--- config.mk ---
export PLATFORM = sky130hd
export DESIGN_NAME = queue_flag_tracker_flat
export DESIGN_NICKNAME = d
export VERILOG_FILES = /design/src/rtl/queue_flag_tracker_if.sv /design/src/rtl/queue_flag_tracker.sv /design/src/flat_wrapper.sv
export SDC_FILE = /design/constraint.sdc
export NUM_CORES = 1
export LEC_CHECK = 0
export ABC_CLOCK_PERIOD_IN_PS = 3100
export CORE_AREA = 2 2 74 76
export CTS_BUF_LIST = sky130_fd_sc_hd__clkbuf_8
export DETAILED_ROUTE_END_ITERATION = 10
export DIE_AREA = 0 0 76 78
export GPL_TIMING_DRIVEN = 0
export PLACE_DENSITY_LB_ADDON = 0.25
export SETUP_SLACK_MARGIN = 0.15
export SYNTH_ARGS = -nofsm -noshare
export SYNTH_HDL_FRONTEND = slang
export SYNTH_SLANG_ARGS = --single-unit
--- constraint.sdc ---
create_clock -name clk_i -period 3.1 [get_ports clk_i]
set_input_delay 0.93 -clock clk_i [delete_from_list [all_inputs] [get_ports clk_i]]
set_output_delay 0.93 -clock clk_i [all_outputs]
set_load 0.02 [all_outputs]
--- src/rtl/queue_flag_tracker_if.sv ---
// rtl/queue_flag_tracker_if.sv - strobe/flag bundle between queue control and the occupancy tracker
//
// Purpose: groups the push/pop strobes, error clear, acceptance outputs and the
//          per-channel occupancy/flag outputs of queue_flag_tracker.
// Signals:
//   push, push_ch, pop, pop_ch, clr_err  - driven by queue control (master)
//   push_acc, pop_acc                    - combinational acceptance (slave)
//   count                                - flat occupancy, channel c at [c*(N+1) +: N+1]
//   empty, full, almost_empty, almost_full, overflow, underflow - per-channel flags
//   any_ne, sel_ch                       - lowest-index non-empty channel report
interface queue_flag_tracker_if #(
    parameter int N  = 3,
    parameter int CH = 4
);
    localparam int CHW = (CH > 1) ? $clog2(CH) : 1;
    localparam int CW  = N + 1;

    logic               push;
    logic [CHW-1:0]     push_ch;
    logic               pop;
    logic [CHW-1:0]     pop_ch;
    logic               clr_err;
    logic               push_acc;
    logic               pop_acc;
    logic [CH*CW-1:0]   count;
    logic [CH-1:0]      empty;
    logic [CH-1:0]      full;
    logic [CH-1:0]      almost_empty;
    logic [CH-1:0]      almost_full;
    logic [CH-1:0]      overflow;
    logic [CH-1:0]      underflow;
    logic               any_ne;
    logic [CHW-1:0]     sel_ch;

    modport master (
        output push, push_ch, pop, pop_ch, clr_err,
        input  push_acc, pop_acc, count, empty, full, almost_empty, almost_full,
               overflow, underflow, any_ne, sel_ch
    );

    modport slave (
        input  push, push_ch, pop, pop_ch, clr_err,
        output push_acc, pop_acc, count, empty, full, almost_empty, almost_full,
               overflow, underflow, any_ne, sel_ch
    );
endinterface

--- src/rtl/queue_flag_tracker.sv ---
// rtl/queue_flag_tracker.sv - multi-channel queue occupancy counters with registered flags
//
// Purpose: per-channel occupancy counter (0..2**N) driven by push/pop strobes,
//          registered empty/full/almost flags, sticky overflow/underflow bits and
//          a lowest-index non-empty channel report for the dequeue scheduler.
// Ports:
//   clk_i  - clock, all state on the rising edge
//   rst_i  - synchronous active-high reset
//   bus    - queue_flag_tracker_if.slave (strobes in, acceptance and flags out)
module queue_flag_tracker #(
    parameter int N      = 3,
    parameter int CH     = 4,
    parameter int AF_LVL = 2**N - 1,
    parameter int AE_LVL = 1
) (
    input  logic                  clk_i,
    input  logic                  rst_i,
    queue_flag_tracker_if.slave   bus
);
    localparam int CHW   = (CH > 1) ? $clog2(CH) : 1;
    localparam int CW    = N + 1;
    localparam int DEPTH = 2**N;

    logic [CW-1:0]  cnt_q [CH];
    logic [CW-1:0]  cnt_d [CH];
    logic [CH-1:0]  empty_q, empty_d;
    logic [CH-1:0]  full_q, full_d;
    logic [CH-1:0]  ae_q, ae_d;
    logic [CH-1:0]  af_q, af_d;
    logic [CH-1:0]  ovf_q, ovf_d;
    logic [CH-1:0]  unf_q, unf_d;
    logic           any_ne_q, any_ne_d;
    logic [CHW-1:0] sel_q, sel_d;

    logic           push_in, pop_in;
    logic [CHW-1:0] push_idx, pop_idx;
    logic           push_acc, pop_acc;

    // Out-of-range channel strobes are dropped silently; the index is forced
    // to 0 so the array reads stay in bounds.
    assign push_in  = int'(bus.push_ch) < CH;
    assign pop_in   = int'(bus.pop_ch) < CH;
    assign push_idx = push_in ? bus.push_ch : '0;
    assign pop_idx  = pop_in ? bus.pop_ch : '0;

    assign pop_acc  = bus.pop && pop_in && (cnt_q[pop_idx] != '0);
    // A full channel still takes a push when it is drained in the same cycle.
    assign push_acc = bus.push && push_in &&
                      ((cnt_q[push_idx] != CW'(DEPTH)) ||
                       (pop_acc && (pop_idx == push_idx)));

    assign bus.push_acc = push_acc;
    assign bus.pop_acc  = pop_acc;

    always_comb begin
        empty_d  = '0;
        full_d   = '0;
        ae_d     = '0;
        af_d     = '0;
        sel_d    = '0;
        any_ne_d = 1'b0;
        ovf_d    = bus.clr_err ? '0 : ovf_q;
        unf_d    = bus.clr_err ? '0 : unf_q;
        for (int c = 0; c < CH; c++) begin
            logic inc, dec;
            inc      = push_acc && (push_idx == CHW'(c));
            dec      = pop_acc && (pop_idx == CHW'(c));
            cnt_d[c] = cnt_q[c];
            if (inc && !dec) begin
                cnt_d[c] = cnt_q[c] + 1'b1;
            end else if (dec && !inc) begin
                cnt_d[c] = cnt_q[c] - 1'b1;
            end
            empty_d[c] = (cnt_d[c] == '0);
            full_d[c]  = (cnt_d[c] == CW'(DEPTH));
            ae_d[c]    = int'(cnt_d[c]) <= AE_LVL;
            af_d[c]    = int'(cnt_d[c]) >= AF_LVL;
        end
        // New errors are applied after the clear so they survive a same-cycle clr_err.
        if (bus.push && push_in && !push_acc) begin
            ovf_d[push_idx] = 1'b1;
        end
        if (bus.pop && pop_in && !pop_acc) begin
            unf_d[pop_idx] = 1'b1;
        end
        for (int c = CH - 1; c >= 0; c--) begin
            if (!empty_d[c]) begin
                sel_d = CHW'(c);
            end
        end
        any_ne_d = ~&empty_d;
    end

    always_ff @(posedge clk_i) begin
        if (rst_i) begin
            for (int c = 0; c < CH; c++) begin
                cnt_q[c] <= '0;
            end
            empty_q  <= '1;
            full_q   <= '0;
            ae_q     <= '1;
            af_q     <= '0;
            ovf_q    <= '0;
            unf_q    <= '0;
            any_ne_q <= 1'b0;
            sel_q    <= '0;
        end else begin
            for (int c = 0; c < CH; c++) begin
                cnt_q[c] <= cnt_d[c];
            end
            empty_q  <= empty_d;
            full_q   <= full_d;
            ae_q     <= ae_d;
            af_q     <= af_d;
            ovf_q    <= ovf_d;
            unf_q    <= unf_d;
            any_ne_q <= any_ne_d;
            sel_q    <= sel_d;
        end
    end

    always_comb begin
        bus.count = '0;
        for (int c = 0; c < CH; c++) begin
            bus.count[c*CW +: CW] = cnt_q[c];
        end
    end

    assign bus.empty        = empty_q;
    assign bus.full         = full_q;
    assign bus.almost_empty = ae_q;
    assign bus.almost_full  = af_q;
    assign bus.overflow     = ovf_q;
    assign bus.underflow    = unf_q;
    assign bus.any_ne       = any_ne_q;
    assign bus.sel_ch       = sel_q;
endmodule

--- src/flat_wrapper.sv ---
// flat-port wrapper written by rule: the top's interface ports become plain ports
module queue_flag_tracker_flat 
#(
    parameter int N      = 3,
    parameter int CH     = 4,
    parameter int AF_LVL = 2**N - 1,
    parameter int AE_LVL = 1
)
  (clk_i, rst_i, bus_push, bus_push_ch, bus_pop, bus_pop_ch, bus_clr_err, bus_push_acc, bus_pop_acc, bus_count, bus_empty, bus_full, bus_almost_empty, bus_almost_full, bus_overflow, bus_underflow, bus_any_ne, bus_sel_ch);
  queue_flag_tracker_if #(.N(N), .CH(CH)) bus_i ();
  input  logic clk_i;
  input  logic rst_i;
  input wire logic [$bits(bus_i.push)-1:0] bus_push;
  input wire logic [$bits(bus_i.push_ch)-1:0] bus_push_ch;
  input wire logic [$bits(bus_i.pop)-1:0] bus_pop;
  input wire logic [$bits(bus_i.pop_ch)-1:0] bus_pop_ch;
  input wire logic [$bits(bus_i.clr_err)-1:0] bus_clr_err;
  output wire logic [$bits(bus_i.push_acc)-1:0] bus_push_acc;
  output wire logic [$bits(bus_i.pop_acc)-1:0] bus_pop_acc;
  output wire logic [$bits(bus_i.count)-1:0] bus_count;
  output wire logic [$bits(bus_i.empty)-1:0] bus_empty;
  output wire logic [$bits(bus_i.full)-1:0] bus_full;
  output wire logic [$bits(bus_i.almost_empty)-1:0] bus_almost_empty;
  output wire logic [$bits(bus_i.almost_full)-1:0] bus_almost_full;
  output wire logic [$bits(bus_i.overflow)-1:0] bus_overflow;
  output wire logic [$bits(bus_i.underflow)-1:0] bus_underflow;
  output wire logic [$bits(bus_i.any_ne)-1:0] bus_any_ne;
  output wire logic [$bits(bus_i.sel_ch)-1:0] bus_sel_ch;
  assign bus_i.push = bus_push;
  assign bus_i.push_ch = bus_push_ch;
  assign bus_i.pop = bus_pop;
  assign bus_i.pop_ch = bus_pop_ch;
  assign bus_i.clr_err = bus_clr_err;
  assign bus_push_acc = bus_i.push_acc;
  assign bus_pop_acc = bus_i.pop_acc;
  assign bus_count = bus_i.count;
  assign bus_empty = bus_i.empty;
  assign bus_full = bus_i.full;
  assign bus_almost_empty = bus_i.almost_empty;
  assign bus_almost_full = bus_i.almost_full;
  assign bus_overflow = bus_i.overflow;
  assign bus_underflow = bus_i.underflow;
  assign bus_any_ne = bus_i.any_ne;
  assign bus_sel_ch = bus_i.sel_ch;
  queue_flag_tracker #(.N(N), .CH(CH), .AF_LVL(AF_LVL), .AE_LVL(AE_LVL)) u_core (.clk_i(clk_i), .rst_i(rst_i), .bus(bus_i));
endmodule
==> reports/results.ini, run 1 <==
[outcome]
status = finished, final reports clean

[timing]
setup_viol_count_final = 0
post-route-min-period_ps = 3060
hold_violations = 0
max_freq_mhz = 327
clock_skew_ps = 7.45
rsz0062_at_grt = yes
finalMaxSlewViolations = 0
tightest_slew_ps = 531
finalCritPeriodShare_pct = 98.6
postLayoutSetupSlackWorst_ps = 43.9
slew_headroom_pct = 64.6

[min_path]
hold_end = u_core.bus.underflow[3]
holdPathStages = 2
hold_path_startpoint = u_core.bus.underflow[3]
hold_class = register to register

[clock_network]
cts_hold_buffers = 0
cts_tree = built
cts_max_level = 2
clock_path_buffers = 2
cts.sinks = 43
clk_latency_ps = 300
path_clk_slew_ps = 80
root_buffer = clkbuf_8
cts_buffers = 5

[detailed_routing]
drt-wirelength-per-cell_um = 14.4
via_per_inst = 5.37
drc = 0
antenna_left = 0
drt_iter0_drc = 63
dr.pass1.iters = 4
drt_wl_total_mm = 5.96
vias = 2216

[setup_path]
path_class = input pin to output port
rr_startpoint = u_core.cnt_q[3][0]
worstPathRequired_ps = 2170
r2r_end = u_core.bus.sel_ch[1]
arrival_ps = 2130
startpoint_type = input pin
critPathMaxFanout = 7
ff2ff_path_depth = 10
end_kind = output port
rrSetupSlack_ps = 130

[placed_design]
dpl-instance-area_sq_um = 2940
post-place-cells = 383
port_buffers = 53
place_congestion = 0.883
dp_hpwl_mm = 4.00
dp_slack_ps = -1150

[synth]
avgSynthCellArea_sq_um = 8.88
synth-seq-cells = 43
syn_area_sq_um = 2310
synth_cells = 260
synth_area_leaders = dfxtp_1 37%, nor2_1 4.7%, ha_1 4.3%, xnor2_1 4.2%, nand2_1 3.9%
synth_top_area_share_pct = 37.3
synth_edf_count = 0
ys_seq_area_share_pct = 37.3
yosys_warnings = 0
synth_top_area_cell = dfxtp_1
netlist-cell-type-count = 58
synth_ff_type = dfxtp_1
synth_nets = 277
async_reset_ff_share_pct = 0

[grt]
gr-usage-all-layers_pct = 19.5
grt_first_pass_wirelength_mm = 9.45
grt_max_degree = 15
antenna_found_initial = 0
gr-total-overflow = 0
grt_pass1_vias = 2056

[floorplanning]
initial_core_util_pct = 45.8
die_y_um = 78
io_pins = 54
dieWidth_um = 76
coreArea_sq_um = 5040
fp.dieArea_sq_um = 5930
rows = 26

[layout]
insertedDiodeCount = 0
drive_above_1_share_pct = 25.7
fillerInstances = 375
area_delta_synth_final_pct = 49.4
fin_nets = 359
final_area_sq_um = 3450
register_area_sq_um = 866
multi_input_area_sq_um = 1540
fin_cells = 413

[run]
maxCapViolCount = 0

[power_and_ir_drop]
p_leak_nw = 1.37
power.density_nw_per_um2 = 520
vdd_drop_max_mv = 0.336

-- per-stage QoR --
| stage | hold slack [ps] | setup TNS [ps] | power, mW | util [%] |
|---|---|---|---|---|
| final | 475 | 0 | 1.79 | 68.4 |
| after global routing | 512 | 0 | 1.88 | 68.4 |
| after floorplan | 542 | 0 | 1.01 | - |
| after CTS | 476 | 0 | 1.75 | 65.5 |
| after global placement | 458 | -17040 | 1.19 | 58.3 |
| after detailed placement | 464 | -18230 | 1.20 | 58.3 |
-- final cells by class --
cell class	count	share of cell area, %
sequential	43	25.1
inverter	13	1.41
clock buffer	5	1.99
timing repair buffer	75	20.7
multi-input combinational	197	44.6
tap	70	2.54
buffer	7	1.67
clock inverter	3	1.96
-- flip-flops by register name, summed over array words and instances, names as in the netlist --
signal	flops
u_core.cnt_q	16
u_core.bus.sel_ch	2
u_core.bus.underflow	4
u_core.bus.empty	4
u_core.bus.full	4
u_core.bus.almost_empty	4
u_core.bus.overflow	4
u_core.bus.almost_full	4
u_core.bus.any_ne	1
-- cell usage after synthesis (2+ instances only) --
master	count
or2_1	2
dfxtp_1	43
or2_2	2
nand2_1	24
o22ai_1	2
or4_4	3
clkbuf_1	6
mux2i_1	4
a211oi_1	3
or3_1	5
o211ai_2	3
and3_1	4
nand2b_1	4
inv_1	13
nand4_1	2
a32oi_1	6
a21o_1	5
ha_1	8
xor2_1	4
nor2b_1	6
mux4_2	2
xnor2_1	11
nor2_1	29
nand3_1	13
nor3_1	7
and2_1	2
o31ai_1	2
a21oi_1	6
nor4_1	2
o21ai_1	3
o21ai_0	3
and2b_1	3
a311oi_1	2
nor3b_1	2
-- routing by layer --
layer	track usage [%]	wire length [um]
met2	33.1	2930
met5	0	0
met1	24.6	2630
met4	6.73	126
met3	4.30	277
-- repair_timing --
item,4_1_cts,5_1_grt
setup buffers,13,9
resized for setup,69,20
endpoints found under the setup margin,34,19
pin swaps,10,7
-- worst max-delay path by stage --
stage                                end  slack, ps            from
global placement            bus_push_acc      -1100  bus_push_ch[0]
floorplan           u_core.bus.sel_ch[1]        100  bus_push_ch[0]
detailed placement          bus_push_acc      -1150  bus_push_ch[0]
CTS                         bus_push_acc        140  bus_push_ch[0]
global route                bus_push_acc        0.3   bus_pop_ch[0]
finish                      bus_push_acc         40   bus_pop_ch[0]
-- layout by cell type, fill, tap and decap left out, types with 8 or more instances in the layout --
cell,synthesis,layout
clkdlybuf4s50_1,0,45
dfxtp_1,43,39
nor2_1,29,26
nand2_1,24,22
buf_4,0,19
inv_1,13,13
nand3_1,13,12
xnor2_1,11,11
buf_6,0,8
ha_1,8,8
-- worst max-delay path, cell delays in order --
cell       delay [ps]
buf_4             140
and2b_2           250
a2bb2oi_4         160
buf_6             130
a21oi_4            50
buf_4             140
nor2_4            130
nor2b_2            60
buf_6             130
-- where the power goes --
group | switching, mW | internal [mW] | total, mW
clock network | 0.189 | 0.321 | 0.510
logic | 0.313 | 0.309 | 0.621
registers | 0.0507 | 0.611 | 0.662
-- cells by family (layout without fill, tap and decap cells) --
logic type	after synthesis	in the layout	share of synthesized area, %
compound gates	50	50	18.6
xor+xnor	15	15	5.69
fa+ha+maj	9	9	4.77
buf+inv	20	103	3.30
flops	43	43	37.3
mux	7	7	4.17
simple gates	116	116	26.2
Power figures use the tool's default switching activity.
==> run 2, diff against run 1 <==
--- a/config.mk
+++ b/config.mk
@@ -6,12 +6,13 @@
 export NUM_CORES = 1
 export LEC_CHECK = 0
 export ABC_CLOCK_PERIOD_IN_PS = 3100
+export CAP_MARGIN = 10
 export CORE_AREA = 2 2 74 76
 export CTS_BUF_LIST = sky130_fd_sc_hd__clkbuf_8
 export DETAILED_ROUTE_END_ITERATION = 10
 export DIE_AREA = 0 0 76 78
 export GPL_TIMING_DRIVEN = 0
-export PLACE_DENSITY_LB_ADDON = 0.25
+export PLACE_DENSITY = 0.76
 export SETUP_SLACK_MARGIN = 0.15
 export SYNTH_ARGS = -nofsm -noshare
 export SYNTH_HDL_FRONTEND = slang
==> run 2 against run 1 <==
Global-route usage rose by 0.99 points. Wire length rose by 2.8%. Core utilization fell by 0.94 points. Critical path depth rose by 2. First-iteration DRC count rose by 40%. Cell count fell by 0.97%. Fmax rose by 1.5%. Via count rose by 0.81%. Setup slack improved by 45 ps. Largest cell class unchanged.
==> reports/results.ini, run 2 (same netlist as run 1, synthesis figures left out) <==
[grt]
grt_pass1_vias = 2044  ; was 2056
grt_first_pass_wirelength_mm = 9.78  ; was 9.45 mm
gr-total-overflow = 0  ; unchanged
antenna_found_initial = 0  ; unchanged
grt_max_degree = 14  ; was 15
gr-usage-all-layers_pct = 20.5  ; was 19.5%

[min_path]
hold_path_startpoint = u_core.bus.underflow[3]  ; unchanged
hold_class = register to register  ; unchanged
holdPathStages = 2  ; unchanged

[clock_network]
clk_latency_ps = 300  ; about the same
cts_max_level = 2  ; unchanged
cts_tree = built  ; unchanged
path_clk_slew_ps = 80  ; about the same
root_buffer = clkbuf_8  ; unchanged
cts_hold_buffers = 0  ; unchanged
cts_buffers = 5  ; unchanged
cts.sinks = 43  ; unchanged
clock_path_buffers = 2  ; unchanged

[setup_path]
slowest_delay_ps = 520  ; was 250 ps
worstSetupStartpoint = bus_pop_ch[1]  ; was bus_pop_ch[0]
crit_path_cell_trace = buf_6 > and2b_2 > a22oi_4 > buf_6 > a21oi_4 > buf_6 > o211a_4 > mux4_2 > a211oi_4 > and3_4 > and3b_1  ; was buf_4 > and2b_2 > a2bb2oi_4 > buf_6 > a21oi_4 > buf_4 > nor2_4 > nor2b_2 > buf_6
startpoint_type = input pin  ; unchanged
rrSetupSlack_ps = 140  ; was 130 ps
cp_common_cell = buf_6
rr_startpoint = u_core.cnt_q[1][0]  ; was u_core.cnt_q[3][0]
path_class = input pin to register  ; was input pin to output port
worstPathRequired_ps = 3290  ; was 2170 ps
arrival_ps = 3200  ; was 2130 ps
crit_buf_inv = 3  ; was 4
worst-path-stages = 11  ; was 9
worstSetupEndpoint = u_core.bus.sel_ch[1]  ; was bus_push_acc
ff2ff_path_depth = 10  ; unchanged
crit_family = compound AO/OA/AOI/OAI gates  ; was buffers and inverters
r2r_end = u_core.bus.sel_ch[1]  ; unchanged
critPathMaxFanout = 7  ; unchanged
slowest_stage = mux4_2  ; was and2b_2
end_kind = register  ; was output port

[timing]
setup_viol_count_final = 0  ; unchanged
tightest_slew_ps = 643  ; was 531 ps
tns_ps = 0  ; unchanged
slew_headroom_pct = 57.1  ; was 64.6%
whs_ps = 466  ; was 475 ps
rsz0062_at_grt = yes  ; unchanged
finalMaxSlewViolations = 0  ; unchanged
finalCritPeriodShare_pct = 97.1  ; was 98.6%
post-route-min-period_ps = 3010  ; was 3060 ps
clock_skew_ps = 10.2  ; was 7.45 ps
max_freq_mhz = 332  ; was 327 MHz
hold_violations = 0  ; unchanged

[layout]
drive_above_1_share_pct = 26.5  ; was 25.7%
largest_reg_flops = 16  ; unchanged
area_delta_synth_final_pct = 47.3  ; was 49.4%
fillerInstances = 386  ; was 375
final_cell_mix = 45 x clkdlybuf4s50_1, 38 x dfxtp_1, 27 x nor2_1  ; was 45 x clkdlybuf4s50_1, 39 x dfxtp_1, 26 x nor2_1
fin_nets = 355  ; was 359
insertedDiodeCount = 0  ; unchanged
final_core_utilization_pct = 67.5  ; was 68.4%
final_common_cell = clkdlybuf4s50_1  ; unchanged
top_register = u_core.cnt_q  ; unchanged

[detailed_routing]
dr.pass1.iters = 4  ; unchanged
vias = 2234  ; was 2216
drt_wl_total_mm = 6.13  ; was 5.96 mm
antenna_left = 0  ; unchanged
drc = 0  ; unchanged
drt-wirelength-per-cell_um = 15.0  ; was 14.4 um
drt_iter0_drc = 88  ; was 63
via_per_inst = 5.46  ; was 5.37

[floorplanning]
dieWidth_um = 76  ; unchanged
initial_core_util_pct = 45.8  ; unchanged
die_y_um = 78  ; unchanged
fp.dieArea_sq_um = 5930  ; unchanged
coreArea_sq_um = 5040  ; unchanged
rows = 26  ; unchanged
io_pins = 54  ; unchanged

[placed_design]
place_congestion = 0.904  ; was 0.883
port_buffers = 53  ; unchanged
dp_hpwl_mm = 4.10  ; was 4.00 mm

[run]
maxCapViolCount = 0  ; unchanged

[power_and_ir_drop]
power.density_nw_per_um2 = 496  ; was 520 nW/um^2
fin_total_pwr_mw = 1.69  ; was 1.79 mW
p_leak_nw = 1.35  ; was 1.37 nW
vdd_drop_max_mv = 0.284  ; was 0.336 mV

[outcome]
status = finished, final reports clean  ; unchanged

run 2: cell count changes in the layout (fill, tap and decap cells not counted), moves of 2 or more:
cell and change:
clkbuf_8 +2, nor3_1 -2, xor2_2 +2, nor3_2 +2, xor2_1 -2, bufinv_16 -2
buf_4 -4
run 2: timing repair:
item | 4_1_cts | 5_1_grt
setup buffers | 12 | 6
resized for setup | 67 | 28
endpoints found under the setup margin | 34 | 18
pin swaps | 13 | 11
run 2: area by class of cell:
cell class                 instances  area [sq um]  area share (%)
inverter                          13          48.8            1.43
timing repair buffer              71           684            20.1
multi-input combinational        197          1550            45.6
clock inverter                     1          7.51           0.221
clock buffer                       7          96.3            2.83
tap                               70          87.6            2.57
sequential                        43           870            25.6
buffer                             7          57.6            1.69
run 2: worst register-to-register path, cell delays in order, from the launching register on:
cell and delay (ps):
dfxtp_4 360, or4_4 570, a22oi_4 240, buf_6 130, a21oi_4 60, buf_6 140, o211a_4 260, mux4_2 450
a211oi_4 240, and3_4 230, and3b_1 170
run 2: worst min-delay path by stage:
stage / endpoint / slack (ps)
6_report: u_core.bus.underflow[3] / 470
5_1_grt: u_core.bus.underflow[3] / 490
4_1_cts: u_core.bus.underflow[3] / 470
3_5_place_dp: u_core.bus.underflow[3] / 460
3_3_place_gp: u_core.bus.underflow[3] / 460
2_1_floorplan: u_core.bus.overflow[3] / 540
run 2: metrics by stage:
step           std cells  instance area [sq um]  setup WS (ps)
2_1_floorplan        260                   2320           99.5
3_3_place_gp         383                   2940          -1130
3_5_place_dp         383                   2940          -1160
4_1_cts              403                   3250            137
5_1_grt              409                   3400           22.0
6_report             409                   3400           89.1
run 2: where the power goes:
group	switching, mW	internal [mW]
clock	0.196	0.203
sequential	0.0489	0.612
combinational	0.322	0.307
run 2: layer usage:
metal  wire length [um]  track usage [%]  part of all wire, %
met2               2970             33.7                   49
met5                  0                0                    0
met4                181             7.82                  3.0
met1               2700             26.8                   44
met3                279             3.95                  4.6
==> run 3, diff against run 2 <==
--- a/config.mk
+++ b/config.mk
@@ -12,7 +12,7 @@
 export DETAILED_ROUTE_END_ITERATION = 10
 export DIE_AREA = 0 0 76 78
 export GPL_TIMING_DRIVEN = 0
-export PLACE_DENSITY = 0.76
+export PLACE_DENSITY = 0.84
 export SETUP_SLACK_MARGIN = 0.15
 export SYNTH_ARGS = -nofsm -noshare
 export SYNTH_HDL_FRONTEND = slang
==> run 3 against run 2 <==
Cell count is 1.7% higher. Largest power group unchanged. Final area is 2.9% higher. Via count is 2.6% higher. Register-to-register slack worse by 20 ps. Sequential share of layout area is 0.61 points lower. Die area stayed put.
==> reports/results.ini, run 3 (same netlist as run 1, synthesis figures left out) <==
[setup_path]
crit_buf_inv = 3  ; unchanged
arrival_ps = 2110  ; was 3200 ps
slowest_stage = a22oi_1  ; was mux4_2
worstPathRequired_ps = 2170  ; was 3290 ps
cp_common_cell = nor2b_2  ; was buf_6
crit_path_cell_trace = buf_12 > nor2b_2 > a22oi_1 > nand4_1 > buf_4 > nor2_4 > nor2b_2 > buf_6  ; was buf_6 > and2b_2 > a22oi_4 > buf_6 > a21oi_4 > buf_6 > o211a_4 > mux4_2 > a211oi_4 > and3_4 > and3b_1
end_kind = output port  ; was register
crit_family = simple AND/OR/NAND/NOR gates  ; was compound AO/OA/AOI/OAI gates
slowest_delay_ps = 230  ; was 520 ps
startpoint_type = input pin  ; unchanged
path_class = input pin to output port  ; was input pin to register
critPathMaxFanout = 6  ; was 7

[timing]
post-route-min-period_ps = 3040  ; was 3010 ps
finalCritPeriodShare_pct = 97.9  ; was 97.1%
setup_viol_count_final = 0  ; unchanged
clock_skew_ps = 9.41  ; was 10.2 ps
slew_headroom_pct = 66.1  ; was 57.1%
hold_violations = 0  ; unchanged
max_freq_mhz = 329  ; was 332 MHz
tightest_slew_ps = 509  ; was 643 ps
finalMaxSlewViolations = 0  ; unchanged
rsz0062_at_grt = yes  ; unchanged

[clock_network]
cts.sinks = 43  ; unchanged
cts_tree = built  ; unchanged
cts_buffers = 5  ; unchanged
clk_latency_ps = 300  ; about the same
cts_hold_buffers = 0  ; unchanged
clock_path_buffers = 2  ; unchanged
root_buffer = clkbuf_8  ; unchanged
cts_max_level = 2  ; unchanged
path_clk_slew_ps = 80  ; about the same

[placed_design]
post-place-cells = 383  ; unchanged
place_congestion = 0.865  ; was 0.904
dpl-instance-area_sq_um = 2940  ; unchanged
dp_hpwl_mm = 4.09  ; was 4.10 mm
port_buffers = 53  ; unchanged

[grt]
gr-total-overflow = 0  ; unchanged
grt_max_degree = 15  ; was 14
antenna_found_initial = 0  ; unchanged
grt_pass1_vias = 2010  ; was 2044
grt_first_pass_wirelength_mm = 9.59  ; was 9.78 mm
gr-usage-all-layers_pct = 20.1  ; was 20.5%

[layout]
largest_reg_flops = 16  ; unchanged
drive_above_1_share_pct = 27.5  ; was 26.5%
area_delta_synth_final_pct = 51.6  ; was 47.3%
top_register = u_core.cnt_q  ; unchanged
insertedDiodeCount = 0  ; unchanged
fin_nets = 362  ; was 355
final_area_sq_um = 3500  ; was 3400 sq um
final_core_utilization_pct = 69.4  ; was 67.5%
final_cell_mix = 45 x clkdlybuf4s50_1, 37 x dfxtp_1, 27 x nor2_1  ; was 45 x clkdlybuf4s50_1, 38 x dfxtp_1, 27 x nor2_1
fin_cells = 416  ; was 409
final_common_cell = clkdlybuf4s50_1  ; unchanged

[floorplanning]
coreArea_sq_um = 5040  ; unchanged
initial_core_util_pct = 45.8  ; unchanged
rows = 26  ; unchanged
dieWidth_um = 76  ; unchanged
io_pins = 54  ; unchanged
fp.dieArea_sq_um = 5930  ; unchanged
die_y_um = 78  ; unchanged

[detailed_routing]
antenna_left = 0  ; unchanged
drc = 0  ; unchanged
vias = 2291  ; was 2234
drt_iter0_drc = 128  ; was 88
via_per_inst = 5.51  ; was 5.46
drt-wirelength-per-cell_um = 15.4  ; was 15.0 um
drt_wl_total_mm = 6.42  ; was 6.13 mm
dr.pass1.iters = 4  ; unchanged

[run]
maxCapViolCount = 0  ; unchanged

[power_and_ir_drop]
p_leak_nw = 1.42  ; was 1.35 nW
vdd_drop_max_mv = 0.219  ; was 0.284 mV
fin_total_pwr_mw = 1.74  ; was 1.69 mW
power.density_nw_per_um2 = 498  ; was 496 nW/um^2

[outcome]
status = finished, final reports clean  ; unchanged

[min_path]
hold_class = register to register  ; unchanged

-- run 3: cell count changes in the layout (fill, tap and decap cells not counted), sizes merged --
cell / before / now
buf: 25 / 32
dlymetal6s2s: 0 / 1
bufinv: 0 / 1
dlygate4sd2: 2 / 1
clkbuf: 13 / 11
clkinv: 0 / 2
clkinvlp: 1 / 0
-- run 3: repair_timing --
action | in CTS | in global routing
endpoints found under the hold margin | 0 | 0
cloned | 0 | 0
buffers inserted | 17 | 8
pin swaps | 9 | 8
endpoints found under the setup margin | 34 | 17
resized for setup | 61 | 41
-- run 3: through the flow --
| step | TNS (ps) | hold WS, ps | worst slack [ps] |
|---|---|---|---|
| 2_1_floorplan | 0 | 542 | 99.5 |
| 3_3_place_gp | -15920 | 461 | -1080 |
| 3_5_place_dp | -17730 | 462 | -1110 |
| 4_1_cts | 0 | 478 | 75.4 |
| 5_1_grt | -29.0 | 499 | -29.0 |
| 6_report | 0 | 476 | 63.6 |
-- run 3: path summary, 6_finish.rpt --
check | startpoint | end | slack (ps) | cells past startpoint
hold / removal | u_core.bus.underflow[3] | u_core.bus.underflow[3] | 480 | 2
hold reg to reg | u_core.bus.underflow[3] | u_core.bus.underflow[3] | 480 | 2
setup / recovery | bus_push_ch[0] | bus_push_acc | 60 | 8
setup reg to reg | u_core.cnt_q[2][1] | u_core.bus.sel_ch[0] | 120 | 11
-- run 3: worst reg2reg max path: stages, from the launching register on --
cell	delay, ps
dfxtp_2	380
or4_4	590
a2bb2oi_4	210
buf_12	130
a21oi_4	60
buf_6	150
buf_4	140
o211ai_4	260
mux2i_1	310
xnor2_1	230
o21ai_2	120
o31a_1	290
-- run 3: metal layers --
layer  up-vias  part of all wire (%)  track usage, %
met4         0                   2.6            8.91
met5         -                     0               0
met1      1082                    42            24.7
li1       1097                     -               -
met3        16                   6.3            4.42
met2        96                    49            33.8
-- run 3: power by group --
group	switching, mW	internal (mW)	leakage, nW	total, mW
Sequential	0.0471	0.613	0.353	0.660
Clock	0.197	0.240	0.0581	0.437
Combinational	0.328	0.319	1.01	0.648
-- run 3: area by class of cell --
class	count	area (sq um)
fillers	391	1540
repair buffers	78	766
flip-flops and latches	43	873
well taps	70	87.6
inverters	13	48.8
clock buffers	5	68.8
plain buffers	7	61.3
multi-input cells	197	1550
clock inverters	3	43.8
